$ cat src/rtl/uart_rx_pkg.sv
// uart_rx_pkg
//   Shared types and constants for the UART RX parity path.
//   - par_mode_e     : parity mode encoding as driven on PAR_MODE
//   - par_state_e    : parity engine FSM states
//   - bit_cnt_w()    : bit counter width for a given data width
//   - BIT_CNT_W      : bit counter width for the default 8-bit data width
package uart_rx_pkg;

    typedef enum logic [1:0] {
        PAR_EVEN  = 2'b00,
        PAR_ODD   = 2'b01,
        PAR_MARK  = 2'b10,
        PAR_SPACE = 2'b11
    } par_mode_e;

    typedef enum logic [1:0] {
        IDLE   = 2'b00,
        DATA   = 2'b01,
        PARITY = 2'b10
    } par_state_e;

    // Counter must hold values 0..data_width inclusive.
    function automatic int unsigned bit_cnt_w(input int unsigned data_width);
        return $clog2(data_width + 1);
    endfunction

    localparam int unsigned DATA_WIDTH_DEF = 8;
    localparam int unsigned BIT_CNT_W      = $clog2(DATA_WIDTH_DEF + 1);

endpackage

$ cat src/rtl/uart_parity_engine_counter.sv
// parity_err_counter
//   Saturating parity error counter. An increment coinciding with a clear
//   restarts the count at 1 so the new error is not lost.
//   Ports:
//     parity_check_clk  in   clock
//     parity_check_rst  in   asynchronous active-low reset
//     inc               in   count one error this cycle
//     clr               in   clear the count
//     count             out  WIDTH-bit saturating count
module parity_err_counter #(
    parameter int unsigned WIDTH = 8
) (
    input  logic             parity_check_clk,
    input  logic             parity_check_rst,
    input  logic             inc,
    input  logic             clr,
    output logic [WIDTH-1:0] count
);

    logic [WIDTH-1:0] count_q;
    logic [WIDTH-1:0] count_d;

    always_comb begin
        count_d = count_q;
        if (inc) begin
            if (clr) begin
                count_d = WIDTH'(1);
            end else if (!(&count_q)) begin
                count_d = count_q + WIDTH'(1);
            end
        end else if (clr) begin
            count_d = '0;
        end
    end

    always_ff @(posedge parity_check_clk or negedge parity_check_rst) begin
        if (!parity_check_rst) begin
            count_q <= '0;
        end else begin
            count_q <= count_d;
        end
    end

    assign count = count_q;

endmodule

$ cat src/rtl/uart_parity_engine.sv
// uart_parity_engine
//   Serial parity engine for the UART RX path. Assembles LSB-first data bits
//   into P_DATA, computes parity on the fly (even/odd/mark/space), checks the
//   received parity bit and tracks a sticky error flag and error counter.
//   Optional feature macro: UART_PARITY_ERR_CNT_EN (error counter present;
//   when undefined err_count is tied to 0).
//   Ports:
//     parity_check_clk  in   clock
//     parity_check_rst  in   asynchronous active-low reset
//     frame_start       in   start-bit pulse; latches config, clears frame
//     bit_valid         in   sampled_bit strobe
//     sampled_bit       in   serial bit, LSB first
//     data_len          in   data bits per frame (0 or >DATA_WIDTH = DATA_WIDTH)
//     par_en            in   frame carries a parity bit
//     PAR_MODE          in   00 even, 01 odd, 10 mark, 11 space
//     err_clr           in   clear sticky flag and counter
//     P_DATA            out  assembled data
//     chk_done          out  one-cycle frame-complete pulse
//     par_err           out  parity error of last completed frame
//     par_err_sticky    out  sticky parity error flag
//     err_count         out  saturating parity error count
module uart_parity_engine
    import uart_rx_pkg::*;
#(
    parameter int unsigned DATA_WIDTH    = 8,
    parameter int unsigned ERR_CNT_WIDTH = 8
) (
    input  logic                     parity_check_clk,
    input  logic                     parity_check_rst,
    input  logic                     frame_start,
    input  logic                     bit_valid,
    input  logic                     sampled_bit,
    input  logic [3:0]               data_len,
    input  logic                     par_en,
    input  logic [1:0]               PAR_MODE,
    input  logic                     err_clr,
    output logic [DATA_WIDTH-1:0]    P_DATA,
    output logic                     chk_done,
    output logic                     par_err,
    output logic                     par_err_sticky,
    output logic [ERR_CNT_WIDTH-1:0] err_count
);

    localparam int unsigned CNT_W = bit_cnt_w(DATA_WIDTH);
    localparam logic [4:0]  DW_5  = 5'(DATA_WIDTH);

    par_state_e            state_q,    state_d;
    logic [CNT_W-1:0]      bit_cnt_q,  bit_cnt_d;
    logic [CNT_W-1:0]      len_q,      len_d;
    logic                  par_en_q,   par_en_d;
    par_mode_e             mode_q,     mode_d;
    logic                  xor_q,      xor_d;
    logic [DATA_WIDTH-1:0] p_data_q,   p_data_d;
    logic                  chk_done_q, chk_done_d;
    logic                  par_err_q,  par_err_d;
    logic                  sticky_q,   sticky_d;

    logic [CNT_W-1:0]      len_clamped;
    logic                  exp_par;
    logic                  err_hit;

    always_comb begin
        len_clamped = CNT_W'(data_len);
        if ((data_len == 4'd0) || ({1'b0, data_len} > DW_5)) begin
            len_clamped = CNT_W'(DATA_WIDTH);
        end
    end

    always_comb begin
        exp_par = 1'b0;
        unique case (mode_q)
            PAR_EVEN:  exp_par = xor_q;
            PAR_ODD:   exp_par = ~xor_q;
            PAR_MARK:  exp_par = 1'b1;
            PAR_SPACE: exp_par = 1'b0;
            default:   exp_par = 1'b0;
        endcase
    end

    // frame_start overrides everything, including a same-cycle bit_valid,
    // so an in-flight frame aborts without a chk_done pulse.
    always_comb begin
        state_d    = state_q;
        bit_cnt_d  = bit_cnt_q;
        len_d      = len_q;
        par_en_d   = par_en_q;
        mode_d     = mode_q;
        xor_d      = xor_q;
        p_data_d   = p_data_q;
        par_err_d  = par_err_q;
        chk_done_d = 1'b0;

        if (frame_start) begin
            state_d   = DATA;
            len_d     = len_clamped;
            par_en_d  = par_en;
            mode_d    = par_mode_e'(PAR_MODE);
            bit_cnt_d = '0;
            xor_d     = 1'b0;
            p_data_d  = '0;
            par_err_d = 1'b0;
        end else begin
            unique case (state_q)
                IDLE: begin
                    state_d = IDLE;
                end
                DATA: begin
                    if (bit_valid) begin
                        for (int unsigned i = 0; i < DATA_WIDTH; i++) begin
                            if (bit_cnt_q == CNT_W'(i)) begin
                                p_data_d[i] = sampled_bit;
                            end
                        end
                        xor_d     = xor_q ^ sampled_bit;
                        bit_cnt_d = bit_cnt_q + CNT_W'(1);
                        if (bit_cnt_q == (len_q - CNT_W'(1))) begin
                            if (par_en_q) begin
                                state_d = PARITY;
                            end else begin
                                state_d    = IDLE;
                                chk_done_d = 1'b1;
                                par_err_d  = 1'b0;
                            end
                        end
                    end
                end
                PARITY: begin
                    if (bit_valid) begin
                        par_err_d  = (sampled_bit != exp_par);
                        chk_done_d = 1'b1;
                        state_d    = IDLE;
                    end
                end
                default: begin
                    state_d = IDLE;
                end
            endcase
        end
    end

    assign err_hit = chk_done_q & par_err_q;

    // A new error beats a coinciding clear.
    always_comb begin
        sticky_d = sticky_q;
        if (err_hit) begin
            sticky_d = 1'b1;
        end else if (err_clr) begin
            sticky_d = 1'b0;
        end
    end

    always_ff @(posedge parity_check_clk or negedge parity_check_rst) begin
        if (!parity_check_rst) begin
            state_q    <= IDLE;
            bit_cnt_q  <= '0;
            len_q      <= '0;
            par_en_q   <= 1'b0;
            mode_q     <= PAR_EVEN;
            xor_q      <= 1'b0;
            p_data_q   <= '0;
            chk_done_q <= 1'b0;
            par_err_q  <= 1'b0;
            sticky_q   <= 1'b0;
        end else begin
            state_q    <= state_d;
            bit_cnt_q  <= bit_cnt_d;
            len_q      <= len_d;
            par_en_q   <= par_en_d;
            mode_q     <= mode_d;
            xor_q      <= xor_d;
            p_data_q   <= p_data_d;
            chk_done_q <= chk_done_d;
            par_err_q  <= par_err_d;
            sticky_q   <= sticky_d;
        end
    end

`ifdef UART_PARITY_ERR_CNT_EN
    parity_err_counter #(
        .WIDTH(ERR_CNT_WIDTH)
    ) u_err_counter (
        .parity_check_clk(parity_check_clk),
        .parity_check_rst(parity_check_rst),
        .inc             (err_hit),
        .clr             (err_clr),
        .count           (err_count)
    );
`else
    assign err_count = '0;
`endif

    assign P_DATA         = p_data_q;
    assign chk_done       = chk_done_q;
    assign par_err        = par_err_q;
    assign par_err_sticky = sticky_q;

endmodule

$ cat config.mk
export PLATFORM = sky130hd
export DESIGN_NAME = uart_parity_engine
export DESIGN_NICKNAME = d
export VERILOG_FILES = /design/src/rtl/uart_rx_pkg.sv /design/src/rtl/uart_parity_engine_counter.sv /design/src/rtl/uart_parity_engine.sv
export SDC_FILE = /design/constraint.sdc
export NUM_CORES = 1
export LEC_CHECK = 0
export CAP_MARGIN = 10
export CORE_ASPECT_RATIO = 1.1
export CORE_MARGIN = 1
export CORE_UTILIZATION = 55
export CTS_CLUSTER_DIAMETER = 80
export DETAILED_ROUTE_END_ITERATION = 12
export DONT_BUFFER_PORTS = 1
export HOLD_SLACK_MARGIN = 0.03
export PLACE_DENSITY_LB_ADDON = 0.2
export SYNTH_ARGS = -nofsm -noshare
export SYNTH_HDL_FRONTEND = slang
export SYNTH_HIERARCHICAL = 1
export SYNTH_SLANG_ARGS = --single-unit
$ cat constraint.sdc
create_clock -name parity_check_clk -period 3.3 [get_ports parity_check_clk]
set_clock_uncertainty 0.1 [all_clocks]
set_input_delay 0.66 -clock parity_check_clk [delete_from_list [all_inputs] [get_ports parity_check_clk]]
set_output_delay 0.66 -clock parity_check_clk [all_outputs]
set_load 0.02 [all_outputs]
Word level (Yosys, flattened, before mapping)
Index checks and enable logic that the tools add are counted.

cells by class
  magnitude comparators = 1
  reduce and logical (&&, ||, !) cells = 27
  add/subtract/negate cells = 2
  bitwise logic cells = 3
  equality and inequality tests = 18
  multiplexer cells = 39

operators by type and width
  operator                                                                count
  3-bit AND reduction                                                     9
  8-bit 2-to-1 mux                                                        3
  1-bit 2-to-1 mux                                                        23
  2-bit nonzero test                                                      11
  4-bit by 3-bit equality test with 1-bit output (second input constant)  4
  4-bit 2-to-1 mux                                                        4
  3-bit != test (second input constant)                                   4
  2-bit 2-to-1 mux                                                        5
  4-bit by 2-bit equality test with 1-bit output (second input constant)  2
  4-bit logical NOT                                                       2
  2-bit equality test (second input constant)                             3
  5-bit AND reduction                                                     1
  4-bit by 1-bit adder with 4-bit output (second input constant)          1
  2-bit by 1-bit equality test with 1-bit output (second input constant)  2
  4-bit by 1-bit equality test with 1-bit output (second input constant)  1
  4-bit equality test                                                     1
  4-bit greater-than comparator (second input constant)                   1
  1-bit one-hot mux with 2 select lines                                   2
  1-bit one-hot mux with 4 select lines                                   1
  2-bit one-hot mux with 2 select lines                                   1
  4-bit by 1-bit subtractor with 4-bit output (second input constant)     1
  3-bit nonzero test                                                      1
  2-bit logical NOT                                                       1
  2-bit AND reduction                                                     1
  other kinds (5)                                                         5

word-level totals
  output and inout port bits = 19
  input bits = 13
  register bits = 25
  word-level logic and storage cells = 107

Longest topological paths before layout
Gate-level depths: netlist of the first run.

  depth in word-level cells = 6
  depth in mapped cells = 8
  gate-level depth less buffers = 6

Least setup slack after synthesis of the first run
Ideal clock, no wire load.

  path kind = register to register
  start = register len_q[0]
  end = register par_err_q (netlist: par_err)
  required time = 3.072 ns
  stages on the path, launching flop included = 7
  arrival time = 1.673 ns
  clock period less this slack = 1.900 ns
  buffers on the path = 0
  setup slack = 1.400 ns
  library setup time = 0.128 ns
  cells stage by stage = dfrtp_1 inv_1 ha_1 xor3_2 nor4b_2 a31oi_1 mux2_1

between the ends
  longest elaborated chain between the ends = 4

ends and longest elaborated chain
  element                                      RTL line                   source
  from (decl)                                  uart_parity_engine.sv:49   logic [CNT_W-1:0] len_q, len_d;
  from (signal assigned)                       uart_parity_engine.sv:168  len_q <= len_d;
  4-bit by 1-bit subtractor with 4-bit output  uart_parity_engine.sv:116  if (bit_cnt_q == (len_q - CNT_W'(1))) begin
  4-bit equality test                          uart_parity_engine.sv:116
  3-bit != test (no line)                      --
  5-bit AND reduction (no line)                --
  to (signal assigned)                         uart_parity_engine.sv:174  par_err_q <= par_err_d;
  to (decl)                                    uart_parity_engine.sv:55   logic par_err_q, par_err_d;

Every way passes these cells.
A chain may end at the register's enable or synchronous reset.

Worst setup path after layout of the first run
Same ends and word-level chain as after synthesis.

==> results of run 1 <==
path summary, 6_finish.rpt:
| path | from | end | slack, ns |
|---|---|---|---|
| worst max-delay path | len_q[0]$_DFFE_PN0P_ | par_err$_DFFE_PN0P_ | 1.26 |
| worst min-delay path | frame_start | bit_cnt_q[1]$_DFFE_PN0P_ | 0.28 |
| worst min register to register | mode_q[1]$_DFFE_PN0P_ | mode_q[1]$_DFFE_PN0P_ | 0.40 |
| max in group asynchronous | parity_check_rst | par_err$_DFFE_PN0P_ | 2.30 |
| min in group asynchronous | parity_check_rst | P_DATA[0]$_DFFE_PN0P_ | 0.65 |
| worst max register to register | len_q[0]$_DFFE_PN0P_ | par_err$_DFFE_PN0P_ | 1.26 |
layer usage:
layer	wire, um	part of all wire [%]
met1	1100	44
met2	1270	51
met3	77	3.1
met4	52	2.1
met5	0	0
critical path: stages, from the launching register on:
cell     delay, ns
dfrtp_1       0.40
inv_1         0.07
ha_1          0.21
xor3_2        0.43
nor4b_2       0.28
a31oi_1       0.12
mux2_1        0.32
Yosys cell counts:
| master | n | share of area, % |
|---|---|---|
| nand3_1 | 10 | 3.5 |
| clkbuf_1 | 7 | 1.8 |
| mux2_1 | 4 | 3.2 |
| o21bai_1 | 1 | 0.53 |
| mux2i_1 | 2 | 1.4 |
| o21ai_0 | 1 | 0.35 |
| and3_1 | 1 | 0.44 |
| nor3b_2 | 1 | 0.88 |
| a21o_1 | 1 | 0.53 |
| nand4b_1 | 1 | 0.61 |
| conb_1 | 1 | 0.26 |
| nand2_1 | 16 | 4.2 |
| nor3b_1 | 3 | 1.6 |
| xor3_2 | 1 | 1.8 |
| a221o_1 | 1 | 0.70 |
| a31o_1 | 1 | 0.61 |
| and4b_1 | 1 | 0.70 |
| buf_4 | 8 | 4.2 |
| nor4b_2 | 1 | 1.1 |
| xor2_1 | 3 | 1.8 |
| nor2_1 | 11 | 2.9 |
| nor3_1 | 4 | 1.4 |
| and4bb_4 | 1 | 1.1 |
| ha_1 | 7 | 6.1 |
| dfrtp_1 | 25 | 44 |
| nand3b_1 | 4 | 2.1 |
| xnor2_1 | 6 | 3.7 |
| o21ai_1 | 4 | 1.4 |
| a21oi_1 | 9 | 3.2 |
| inv_1 | 8 | 2.1 |
| or3_1 | 1 | 0.44 |
| a31oi_1 | 2 | 0.88 |
| nor4b_1 | 1 | 0.61 |
layout make-up:
type | instances | area share (%)
Timing Repair Buffer | 2 | 2.05
Tap cell | 31 | 2.65
Sequential cell | 25 | 42.8
Inverter | 8 | 2.05
Multi-Input combinational cell | 107 | 48.6
Clock buffer | 4 | 1.80
what timing repair did:
action	4_1_cts	5_1_grt
hold buffers	1	1
endpoints found under the setup margin	0	0
hold endpoints to repair	25	12
metrics by stage:
| stage | hold slack (ns) | power, W | cell area, um2 |
|---|---|---|---|
| after floorplan | 0.264 | 0.000479 | 1450 |
| after global placement | 0.265 | 0.000483 | 1410 |
| after detailed placement | 0.265 | 0.000489 | 1410 |
| after CTS | 0.0303 | 0.000634 | 1450 |
| after global routing | 0.268 | 0.000665 | 1460 |
| final | 0.283 | 0.000628 | 1460 |
cell families (layout without fill, tap and decap cells):
kind of cell    count (synthesis)  in the layout  synth area share (%)
compound gates                 20             20                  8.16
xor+xnor                       10             10                  7.28
simple gates                   56             56                  21.6
other cells                     1              8                 0.263
flops                          25             25                  43.9
mux                             6              6                  4.56
fa+ha+maj                       7              7                  6.14
buf+inv                        23             14                  8.16
registers in the layout, indices dropped and copies added (netlist names):
| signal | flops |
|---|---|
| chk_done | 1 |
| mode_q | 2 |
| xor_q | 1 |
| par_err | 1 |
| len_q | 4 |
| par_en_q | 1 |
| par_err_sticky | 1 |
| state_q | 2 |
| bit_cnt_q | 4 |
| P_DATA | 8 |
report_power, final:
part	internal [W]	switching (W)	total, W
registers	0.000326	0.0000244	0.000350
logic	0.0000619	0.0000805	0.000142
clock network	0.0000472	0.0000884	0.000136
total	0.000435	0.000193	0.000628
==> out/metrics.cfg, run 1 <==
[status]
outcome=complete, no violations

[floorplanning]
coreArea_um2=2470
fp.dieW_um=50.6
num_rows=19
start_util_pct=57.7
die_h_um=55.4
ios=32
die_area_um2=2800

[yosys]
ys_seq_area_share_pct=43.9
ys_ff_latch=25
syn_area_per_cell_um2=9.64
synthCells=148
synth.cell_area_um2=1430
synth.yosys.warnings=6
yosys.cell_types.count=33

[layout]
area_growth_pct=2.46
seqCellArea_um2=626
final_cell_mix=dfrtp_1, nand2_1, nor2_1
drive_gt1_share_pct=5.48
mostFrequentLayoutCell=dfrtp_1
antenna_cells=0
multi_input_area_um2=711
num-fill-cells=217
instances_no_fill=177
final_nets=167
post-route-util_pct=59.1

[global_route]
grt.busiest_layer=met2
grt_pass1_vias=949
antenna_found_initial=0
gr-usage-all-layers_pct=20.5
grt_pass1_wl_um=4380
met1_usage_pct=27.3
grt_start_max_net_pins=32
overflow=0
grtUsageMet3_pct=3.03
grtUsageMet2_pct=32.6

[timing]
maxSlewViolCount=0
fin_setup_tns_ns=0
rsz0062_at_grt=false
hold_viol=0
max_freq_mhz=490
fin_crit_sh_pct=61.9
timing.final.ws_setup_ns=1.26
min_period_ns=2.04
setup_viol=0

[placement]
dp_hpwl_um=1770
place_congestion=0.799
dp.cells=171
io_buffers=0
dp_slack_ns=1.28

[critical_path]
crit_fanout=4
crit_type=reg -> reg
critPathCaptureType=register
arrival_ns=2.15
r2r.worst_path.cells=6
worstSetupStartpointType=register
crit_required_ns=3.41

[cts]
cts_tree=yes
cts-root-buf=clkbuf_4
clk_latency_ns=0.31
cts_resized=0
cts_sinks=25
clockBufferDepth=2
cts_made_buffers=3
cts_setup_buffers=0
htreeDepth=1
clkTransAtPathRegs_ns=0.14

[job]
max_cap_viol_count=0

[detailed_routing]
drc_errors=0
via_count=991
dr.pass1.iters=4
wire_per_inst_um=14.1
routed_wl_um=2500
drtIter0Drc=14
final_antenna_net_count=0
via_per_inst=5.60

[min_path]
holdCritPathClass=in -> reg
min_path_cells=1

[pwr]
powerDensity_nw_per_um2=430
ir_drop_v=0.000242
p_leak_nw=0.636

Power figures use the tool's default switching activity.
==> run 2, diff against run 1 <==
==> constraint.sdc (replaced) <==
create_clock -name parity_check_clk -period 2.1 [get_ports parity_check_clk]
set_clock_uncertainty 0.1 [all_clocks]
set_input_delay 0.42 -clock parity_check_clk [delete_from_list [all_inputs] [get_ports parity_check_clk]]
set_output_delay 0.42 -clock parity_check_clk [all_outputs]
set_load 0.02 [all_outputs]
==> out/metrics.cfg, run 2 (same netlist as run 1, synthesis figures left out) <==
[status]
outcome=complete, no violations

[critical_path]
max_stage_delay_ns=0.42  ; about the same
arrival_ns=2.09  ; -0.06 ns
critical_path.top_delay_family=XOR/XNOR gates
rr_startpoint=len_q[0]$_DFFE_PN0P_
critPathCaptureType=register
crit_buf_inv=1  ; unchanged
worst_path_max_delay_cell=xor3_2
crit_required_ns=2.22  ; -1.19 ns
crit_fanout=4  ; unchanged
worstSetupStartpointType=register
crit_type=reg -> reg
rrSetupSlack_ns=0.13  ; -1.12 ns
path_cells=inv_1, ha_1, xor3_2, nor4b_2, a31oi_1, mux2_1
r2r.worst_path.cells=6  ; unchanged
timing.rr.end=par_err$_DFFE_PN0P_

[layout]
final_nets=172  ; +3.0%
instances_no_fill=182  ; +2.8%
num-fill-cells=213  ; -1.8%
drive_gt1_share_pct=7.95  ; +2.5 points
final_cell_mix=dfrtp_1, nand2_1, nor2_1
area_growth_pct=5.53
largest_register_ffs=8  ; unchanged
mostFrequentLayoutCell=dfrtp_1
design_area_um2=1510  ; +3.0%
antenna_cells=0  ; unchanged

[cts]
clk_latency_ns=0.32  ; about the same
clockBufferDepth=2  ; unchanged
cts_made_buffers=3  ; unchanged
cts_sinks=25  ; unchanged
cts_tree=yes
cts-root-buf=clkbuf_4
clkTransAtPathRegs_ns=0.14  ; about the same
htreeDepth=1  ; unchanged
cts_resized=0  ; unchanged

[floorplanning]
ios=32  ; unchanged
coreArea_um2=2470  ; unchanged
die_area_um2=2800  ; unchanged
start_util_pct=57.7  ; unchanged
num_rows=19  ; unchanged
die_h_um=55.4  ; unchanged
fp.dieW_um=50.6  ; unchanged

[placement]
dp_slack_ns=0.0938  ; -1.19 ns
placed_cell_area_um2=1420  ; +1.1%
io_buffers=0  ; unchanged
dp_hpwl_um=1800  ; +2.1%
dp.cells=173  ; +1.2%
place_congestion=0.795  ; -0.49%

[timing]
fin_crit_sh_pct=93.6  ; +32 points
maxSlewViolCount=0  ; unchanged
setup_viol=0  ; unchanged
max_freq_mhz=509  ; +3.9%
fin_setup_tns_ns=0  ; unchanged
rsz0062_at_grt=false
min_period_ns=1.97  ; -0.0761 ns
timing.final.ws_setup_ns=0.134  ; -1.12 ns
hold_viol=0  ; unchanged

[global_route]
grt_start_max_net_pins=29  ; -9.4%
grt_pass1_wl_um=4380  ; unchanged
grt_pass1_vias=1019  ; +7.4%
antenna_found_initial=0  ; unchanged
gr-usage-all-layers_pct=20.4  ; -0.069 points
overflow=0  ; unchanged

[pwr]
powerDensity_nw_per_um2=668  ; +55%
p_leak_nw=0.662  ; +4.1%
ir_drop_v=0.000510  ; +110%

[min_path]
min_path_cells=1  ; unchanged
holdCritPathClass=in -> reg
hp-start=frame_start
worstHoldEndpoint=P_DATA[3]$_DFFE_PN0P_

[detailed_routing]
drc_errors=0  ; unchanged
dr.pass1.iters=4  ; unchanged
via_per_inst=5.36  ; -4.2%
final_antenna_net_count=0  ; unchanged
drtIter0Drc=30  ; +16
routed_wl_um=2590  ; +3.8%
wire_per_inst_um=14.2  ; +0.95%
via_count=976  ; -1.5%

[job]
max_cap_viol_count=0  ; unchanged

==> run 2: power by group <==
| part | total [W] | internal [W] | leakage (nW) | switching [W] |
|---|---|---|---|---|
| registers | 0.000550 | 0.000512 | 0.329 | 0.0000374 |
| logic | 0.000238 | 0.000107 | 0.315 | 0.000131 |
| clock network | 0.000218 | 0.0000714 | 0.0177 | 0.000146 |
==> run 2: final cells by class <==
cell class	count	area [um2]	area share (%)
multi-input cells	107	711	47.2
clock buffers	3	22.5	1.50
inverters	8	30.0	2.00
repair buffers	7	72.6	4.82
well taps	31	38.8	2.58
flip-flops and latches	25	626	41.6
clock inverters	1	5.00	0.333
==> run 2: worst max-delay path by stage <==
| stage | startpoint | end | slack (ns) | depth (start not counted) |
|---|---|---|---|---|
| 6_report | len_q[0]$_DFFE_PN0P_ | par_err$_DFFE_PN0P_ | 0.13 | 6 |
| 5_1_grt | len_q[0]$_DFFE_PN0P_ | par_err$_DFFE_PN0P_ | 0.02 | 6 |
| 4_1_cts | len_q[0]$_DFFE_PN0P_ | par_err$_DFFE_PN0P_ | 0.07 | 6 |
| 3_5_place_dp | len_q[0]$_DFFE_PN0P_ | par_err$_DFFE_PN0P_ | 0.09 | 6 |
| 3_3_place_gp | len_q[0]$_DFFE_PN0P_ | par_err$_DFFE_PN0P_ | 0.16 | 6 |
| 2_1_floorplan | len_q[0]$_DFFE_PN0P_ | par_err$_DFFE_PN0P_ | 0.20 | 6 |
==> run 2: worst register-to-register path: stages (launching register included) <==
cell and delay [ns]:
dfrtp_1 0.38, inv_1 0.06, ha_1 0.21, xor3_2 0.42, nor4b_2 0.26, a31oi_1 0.12, mux2_1 0.32
==> run 2: stage by stage <==
stage | util, % | hold WS, ns | power (W)
after floorplan | - | 0.0244 | 0.000752
after global placement | 57.4 | 0.0251 | 0.000764
after detailed placement | 57.4 | 0.0250 | 0.000773
after CTS | 60.2 | 0.0308 | 0.00101
after global routing | 60.9 | 0.0307 | 0.00106
final | 60.9 | 0.0439 | 0.00101
==> run 2: timing repair <==
action,4_1_cts,5_1_grt
setup buffers,0,1
hold buffers,3,1
hold endpoints to repair,29,6
endpoints found under the setup margin,0,1
==> run 2: layer usage <==
metal	vias to the layer above	GRT usage, %	wire (um)
li1	487	-	-
met3	5	2.75	66
met5	-	0	0
met2	17	36.2	1310
met4	0	8.33	49
met1	467	24.4	1160
==> run 3, diff against run 2 <==
==> constraint.sdc (replaced) <==
create_clock -name parity_check_clk -period 1.7 [get_ports parity_check_clk]
set_clock_uncertainty 0.1 [all_clocks]
set_input_delay 0.34 -clock parity_check_clk [delete_from_list [all_inputs] [get_ports parity_check_clk]]
set_output_delay 0.34 -clock parity_check_clk [all_outputs]
set_load 0.02 [all_outputs]
==> out/metrics.cfg, run 3 (same netlist as run 1, synthesis figures left out) <==
[min_path]
min_path_cells=1  ; unchanged
holdCritPathClass=in -> reg
hp-start=par_en
worstHoldEndpoint=par_en_q$_DFFE_PN0P_

[cts]
clk_latency_ns=0.33  ; about the same
clkTransAtPathRegs_ns=0.14  ; about the same
clockBufferDepth=2  ; unchanged
cts_tree=yes
cts_made_buffers=3  ; unchanged
htreeDepth=1  ; unchanged
cts-root-buf=clkbuf_4
cts_sinks=25  ; unchanged

[timing]
setup_viol=2  ; +2
max_freq_mhz=557  ; +9.5%
worst_pin_slew_ns=0.726
maxSlewViolCount=0  ; unchanged
fin_crit_sh_pct=106  ; +12 points
rsz0062_at_grt=true
slew_headroom_pct=51.4
timing.final.ws_setup_ns=-0.0959  ; -0.230 ns
min_period_ns=1.80  ; -0.170 ns
hold_viol=0  ; unchanged
holdWs_ns=0.0364  ; -0.00752 ns

[critical_path]
max_stage_delay_ns=0.42  ; about the same
worstSetupStartpointType=register
rrSetupSlack_ns=-0.1  ; -0.23 ns
crit_required_ns=1.83  ; -0.39 ns
crit_type=reg -> reg
rr_startpoint=len_q[0]$_DFFE_PN0P_
critPathCaptureType=register
path_cells=inv_2, ha_4, xor3_2, nor4b_2, a31oi_1, mux2_1
crit_fanout=3  ; -1
arrival_ns=1.92  ; -0.17 ns
timing.rr.end=par_err$_DFFE_PN0P_
worst_path_max_delay_cell=dfrtp_1
r2r.worst_path.cells=6  ; unchanged

[detailed_routing]
via_count=1062  ; +8.8%
via_per_inst=5.56  ; +3.7%
routed_wl_um=2780  ; +7.2%
wire_per_inst_um=14.5  ; +2.1%
drtIter0Drc=28  ; -6.7%
dr.pass1.iters=4  ; unchanged
final_antenna_net_count=0  ; unchanged
drc_errors=0  ; unchanged

[pwr]
p_leak_nw=0.706  ; +6.7%
powerDensity_nw_per_um2=807  ; +21%
ir_drop_v=0.000571  ; +12%
power.total_w=0.00131  ; +30%

[floorplanning]
die_h_um=55.4  ; unchanged
ios=32  ; unchanged
start_util_pct=57.7  ; unchanged
coreArea_um2=2470  ; unchanged
die_area_um2=2800  ; unchanged
num_rows=19  ; unchanged
fp.dieW_um=50.6  ; unchanged

[global_route]
grt_start_max_net_pins=26  ; -10%
grt_pass1_wl_um=4440  ; +1.3%
antenna_found_initial=0  ; unchanged
gr-usage-all-layers_pct=20.8  ; +0.36 points
overflow=0  ; unchanged
grt_pass1_vias=1024  ; +0.49%

[layout]
final_nets=181  ; +5.2%
largest_register_ffs=8  ; unchanged
instances_no_fill=191  ; +4.9%
antenna_cells=0  ; unchanged
final_cell_mix=dfrtp_1, nand2_1, nor2_1, buf_4
mostFrequentLayoutCell=dfrtp_1
post-route-util_pct=65.6  ; +4.8 points
area_growth_pct=13.8
drive_gt1_share_pct=17.5  ; +9.6 points

[status]
outcome=finished with violations
violations=setup timing

[job]
max_cap_viol_count=0  ; unchanged

[placement]
dp.cells=181  ; +4.6%
io_buffers=0  ; unchanged
place_congestion=0.815  ; +2.6%
dp_slack_ns=-0.109  ; -0.203 ns
dp_hpwl_um=1810  ; +0.44%

-- run 3: through the flow --
step	cell area, um2	TNS, ns
detailed placement	1480	-0.182
CTS	1560	-0.169
finish	1620	-0.165
floorplan	1450	-0.0646
global route	1620	-0.371
global placement	1480	-0.0651
-- run 3: routing by layer --
layer  part of all wire (%)  GRT usage [%]  vias to the layer above
li1                       -              -                      510
met1                     45           26.8                      521
met2                     50           34.1                       26
met3                    3.3           3.31                        5
met4                    1.7           9.13                        0
met5                      0              0                        -
-- run 3: worst max-delay path, delay by kind of cell, from the launching register on --
kind,cells,cell delay [ns]
simple gates,1,0.25
fa+ha+maj,1,0.13
xor+xnor,1,0.28
compound gates,1,0.12
flops,1,0.42
buf+inv,1,0.08
mux,1,0.32
-- run 3: cell type report --
cell class	instances	area, um2
clock buffers	4	26.3
inverters	8	30.0
flip-flops and latches	25	626
multi-input cells	107	756
repair buffers	16	146
fillers	200	850
well taps	31	38.8
-- run 3: worst max-delay path by stage --
stage                                  start                   to  slack, ns  depth (start not counted)
global placement        len_q[0]$_DFFE_PN0P_  par_err$_DFFE_PN0P_      -0.05                          6
floorplan           bit_cnt_q[2]$_DFFE_PN0P_  par_err$_DFFE_PN0P_      -0.06                          4
finish                  len_q[0]$_DFFE_PN0P_  par_err$_DFFE_PN0P_       -0.1                          6
detailed placement      len_q[0]$_DFFE_PN0P_  par_err$_DFFE_PN0P_      -0.11                          6
global route            len_q[0]$_DFFE_PN0P_  par_err$_DFFE_PN0P_      -0.19                          6
CTS                     len_q[0]$_DFFE_PN0P_  par_err$_DFFE_PN0P_      -0.11                          6
-- run 3: where the power goes --
group          internal [W]  total, W  switching (W)
sequential         0.000633  0.000682      0.0000486
clock             0.0000921  0.000273       0.000181
combinational      0.000172  0.000354       0.000182
-- run 3: repair_timing --
action                     CTS  global route
hold endpoints to repair    44             1
hold buffers                 4             1
pin swaps                    1             2
setup endpoints to repair    2            12
cloned                       0             0
setup buffers                0             1
resized for setup            1            11
